### src/rtl/debounce_fsm.sv
`default_nettype none
// ============================================================================
// Module      : debounce_fsm
// Description : Push-button debouncer. Synchronises the raw level and accepts
//               a change only after STABLE_TICKS consecutive stable ticks.
// Revision    : 1.0 - initial release
// ============================================================================
module debounce_fsm #(
    parameter int STABLE_TICKS = 4,
    parameter int SYNC_STAGES  = 2
) (
    input  logic clk,
    input  logic reset,
    input  logic btn_in,
    input  logic tick,
    output logic db_out,
    output logic rise,
    output logic fall
);

    localparam int c_CNT_W = (STABLE_TICKS > 1) ? $clog2(STABLE_TICKS) : 1;
    localparam logic [c_CNT_W-1:0] c_CNT_LAST = c_CNT_W'(STABLE_TICKS - 1);

    typedef enum logic [1:0] {
        LOW     = 2'b00,
        WAIT_HI = 2'b01,
        HIGH    = 2'b10,
        WAIT_LO = 2'b11
    } state_t;

    logic [SYNC_STAGES-1:0] r_sync;
    state_t                 r_state;
    logic [c_CNT_W-1:0]     r_cnt;
    logic                   r_db;
    logic                   r_rise;
    logic                   r_fall;

    state_t                 w_state_next;
    logic [c_CNT_W-1:0]     w_cnt_next;
    logic                   w_db_next;
    logic                   w_rise_next;
    logic                   w_fall_next;
    logic                   w_btn_s;

    assign w_btn_s = r_sync[SYNC_STAGES-1];

    always_ff @(posedge clk or posedge reset) begin
        if (reset) begin
            r_sync  <= '0;
            r_state <= LOW;
            r_cnt   <= '0;
            r_db    <= 1'b0;
            r_rise  <= 1'b0;
            r_fall  <= 1'b0;
        end else begin
            r_sync  <= {r_sync[SYNC_STAGES-2:0], btn_in};
            r_state <= w_state_next;
            r_cnt   <= w_cnt_next;
            r_db    <= w_db_next;
            r_rise  <= w_rise_next;
            r_fall  <= w_fall_next;
        end
    end

    // A level reversal during a wait aborts it even when a tick lands on the
    // same cycle, so the reversal checks come before the tick checks.
    always_comb begin
        w_state_next = r_state;
        w_cnt_next   = r_cnt;
        w_rise_next  = 1'b0;
        w_fall_next  = 1'b0;
        case (r_state)
            LOW: begin
                if (w_btn_s) begin
                    w_state_next = WAIT_HI;
                    w_cnt_next   = '0;
                end
            end
            WAIT_HI: begin
                if (!w_btn_s) begin
                    w_state_next = LOW;
                    w_cnt_next   = '0;
                end else if (tick) begin
                    if (r_cnt == c_CNT_LAST) begin
                        w_state_next = HIGH;
                        w_cnt_next   = '0;
                        w_rise_next  = 1'b1;
                    end else begin
                        w_cnt_next = r_cnt + c_CNT_W'(1);
                    end
                end
            end
            HIGH: begin
                if (!w_btn_s) begin
                    w_state_next = WAIT_LO;
                    w_cnt_next   = '0;
                end
            end
            WAIT_LO: begin
                if (w_btn_s) begin
                    w_state_next = HIGH;
                    w_cnt_next   = '0;
                end else if (tick) begin
                    if (r_cnt == c_CNT_LAST) begin
                        w_state_next = LOW;
                        w_cnt_next   = '0;
                        w_fall_next  = 1'b1;
                    end else begin
                        w_cnt_next = r_cnt + c_CNT_W'(1);
                    end
                end
            end
            default: begin
                w_state_next = LOW;
                w_cnt_next   = '0;
            end
        endcase
        w_db_next = (w_state_next == HIGH) || (w_state_next == WAIT_LO);
    end

    assign db_out = r_db;
    assign rise   = r_rise;
    assign fall   = r_fall;

endmodule
`default_nettype wire

### config.mk
export PLATFORM = sky130hd
export DESIGN_NAME = debounce_fsm
export DESIGN_NICKNAME = d
export VERILOG_FILES = /design/src/rtl/debounce_fsm.sv
export SDC_FILE = /design/constraint.sdc
export NUM_CORES = 1
export LEC_CHECK = 0
export BUFFER_PORTS_ARGS = -buffer_cell sky130_fd_sc_hd__buf_2
export CAP_MARGIN = 10
export CORE_AREA = 2 2 39 41
export CTS_CLUSTER_DIAMETER = 30
export DETAILED_ROUTE_END_ITERATION = 7
export DIE_AREA = 0 0 41 43
export GPL_TIMING_DRIVEN = 0
export PLACE_DENSITY = 0.5
export REMOVE_ABC_BUFFERS = 1
export SKIP_CTS_REPAIR_TIMING = 1
export SLEW_MARGIN = 5
export SYNTH_ARGS = -nofsm -noshare
export SYNTH_HDL_FRONTEND = slang
export SYNTH_SLANG_ARGS = --single-unit
### constraint.sdc
create_clock -name clk -period 1.29 [get_ports clk]
set_input_delay 0.0645 -clock clk [delete_from_list [all_inputs] [get_ports clk]]
set_output_delay 0.0645 -clock clk [all_outputs]
set_load 0.1 [all_outputs]
==> flow_summary.ini <==
[route]
drt_first_pass_iters = 3
vias = 227
drc = 0
wl_per_cell_um = 11.39
top_layer = met3
wl_um = 581
wl_met1_um = 224
avgViaCountPerCell = 4.451
wl_met2_um = 318
final_antenna_net_count = 0
met3_wirelength_um = 38
drt-initial-drc-count = 1

[cells_and_area]
final_cells = 51
antennaDiodeCount = 0
layout.nets = 42
drive_gt1_share_pct = 28.57
area_delta_synth_final_pct = 28.68
final.fill_count = 147

[worst_setup_path]
ff2ff_setup_slack_ns = 0.09
r2r_cells = 3
cp.depth = 1
cp-start-kind = register
worst-endpoint-arrival_ns = 1.14
critPathKind = reg2out
max_stage_delay_ns = 0.46
critPathSlowestCell = buf_2
worstPathMaxFanout = 5
required_ns = 1.23
end_kind = primary output
crit_family = buffers and inverters
crit_chain = buf_2
critPathBufInv = 1

[synth]
synth_top_family_by_area = simple AND/OR/NAND/NOR gates
synth.top_cell.area_share_pct = 62.02
synth_seq_area_share_pct = 62.02
synth_seq_cells = 8
ys_async_sr_fraction_pct = 100.0
synth.top_cells.by_area = dfrtp_1 (62%), xor2_2 (5.0%), nor3b_1 (4.7%), ha_1 (3.9%), mux2_1 (3.5%)
synthCells = 24
syn_area_um2 = 322.8
synth_area_leader_cell = dfrtp_1
synthSimpleGateAreaFrac_pct = 16.28
synth_top_cells_by_count = dfrtp_1 (8), inv_1 (2), nand3_1 (2), nor3b_1 (2)
synth.most_common_cell = dfrtp_1
ys_dominant_reg_cell = dfrtp_1
synth_edf_count = 0
synth_compound_area_share_pct = 4.264
ys_types = 14
synthAdderAreaFrac_pct = 3.876
yosysWarnings = 0
avgSynthCellArea_um2 = 13.45
synth-xor-area-share_pct = 7.752
synth_mux_area_share_pct = 3.488

[timing]
report.final.slew_viol_count = 0
finalCriticalPeriod_ns = 1.209
finalSetupViolCount = 0
finalCritPeriodShare_pct = 93.70
setup_tns_ns = 0
tightest_slew_ns = 0.4892
holdWs_ns = 0.1709
relSlewSlack_pct = 67.61
max_freq_mhz = 827.3
hold_viol_final = 0
rsz0062_at_grt = no
fin_skew_ns = 0.005462

[power]
swShare_pct = 28.31
p_leak_nw = 0.2005
p_switching_mw = 0.1608
p_comb_share_pct = 15.0
clkPwrFrac_pct = 33.3
peakVddDrop_v = 0.0004526
total_power_mw = 0.5681
power_density_nw_per_um2 = 1368
power.internal_mw = 0.4073
seqPwrFrac_pct = 51.7

[clock_network]
path_clk_slew_ns = 0.06
clockRootBuffer = clkbuf_4
cts_inserted_buffers = 3
insertion_delay_ns = 0.25
clk_path_buf_depth = 2
cts_tree = built
htree_levels = 1
cts.sink_count = 8

[grt]
grt_pass1_wl_um = 959
antenna_found_initial = 0
grt_pass1_vias = 252
grt_usage_pct = 8.970
grt_max_degree = 9
overflow = 0

[floorplanning]
die-area_um2 = 1763
die_x_um = 41
fp.dieH_um = 43
rows = 14
initial_utilization_pct = 23.33
core-area_um2 = 1384
design.portCount = 7

[outcome]
outcome = completed

[place]
dp.cells = 46
gp_congestion = 0.6459
place_hpwl_um = 440
io_buffers = 6

[hold_path]
min_path_cells = 3
hold_class = in2reg

[flow_run]
maxCapViolCount = 0
[metrics by stage]
step | setup slack (ns) | util [%] | instance area, um2
after floorplan | -0.2643 | - | 322.8
after global placement | 0.1139 | 26.94 | 372.9
after detailed placement | 0.09537 | 26.94 | 372.9
after CTS | 0.06393 | 28.57 | 395.4
after global routing | 0.01811 | 30.02 | 415.4
final | 0.08121 | 30.02 | 415.4
[flip-flops by register name, indices dropped and copies added (netlist names)]
name	count
r_cnt	2
r_sync	2
db_out	1
fall	1
r_state	1
rise	1
[worst paths after layout]
kind,from,to
setup reg to reg,r_cnt[0]$_DFFE_PP0P_,db_out$_DFF_PP0_
setup / recovery,db_out$_DFF_PP0_,db_out
max in group asynchronous,reset,r_cnt[1]$_DFFE_PP0P_
hold / removal,tick,r_cnt[1]$_DFFE_PP0P_
hold reg to reg,r_sync[0]$_DFF_PP0_,r_sync[1]$_DFF_PP0_
min in group asynchronous,reset,rise$_DFF_PP0_
[power groups by stage]
stage | logic, mW | registers [mW] | clock network [mW]
2_1_floorplan | 0.0367 | 0.320 | 0
3_3_place_gp | 0.0776 | 0.295 | 0
3_5_place_dp | 0.0823 | 0.298 | 0
4_1_cts | 0.0823 | 0.294 | 0.201
5_1_grt | 0.0908 | 0.297 | 0.218
6_report | 0.0850 | 0.294 | 0.189
[area by class of cell]
cell class	count	area [um2]	share of cell area, %
clock buffer	3	22.52	5.422
multi-input combinational	14	115.1	27.71
tap	16	20.02	4.819
sequential	8	200.2	48.19
timing repair buffer	8	50.05	12.05
inverter	2	7.507	1.807
[layer usage]
metal  up-vias  GRT usage, %
li1        106             -
met1       114         8.108
met2         7         13.44
met3         0         3.141
met4         0         10.00
met5         -             0
[logic make-up (layout without fill, tap and decap cells)]
group | count (synthesis) | in the layout
AOI/OAI and AO/OA | 2 | 2
adders and majority gates | 1 | 1
DFF | 8 | 8
xor gates and xnor gates | 2 | 2
muxes | 1 | 1
and+or+nand+nor | 8 | 8
buffers and inverters | 2 | 13
[placed cells by master, fill, tap and decap left out, drive strengths merged]
| cell type | instances |
|---|---|
| nand3 | 2 |
| clkbuf | 3 |
| dfrtp | 8 |
| nand4b | 1 |
| xor2 | 2 |
| buf | 6 |
| o311ai | 1 |
| nor3b | 2 |
| nand2b | 1 |
| mux2 | 1 |
| o21ai | 1 |
| dlygate4sd3 | 2 |
| inv | 2 |
| ha | 1 |
| nand4 | 1 |
| and2 | 1 |
Power figures use the tool's default switching activity.
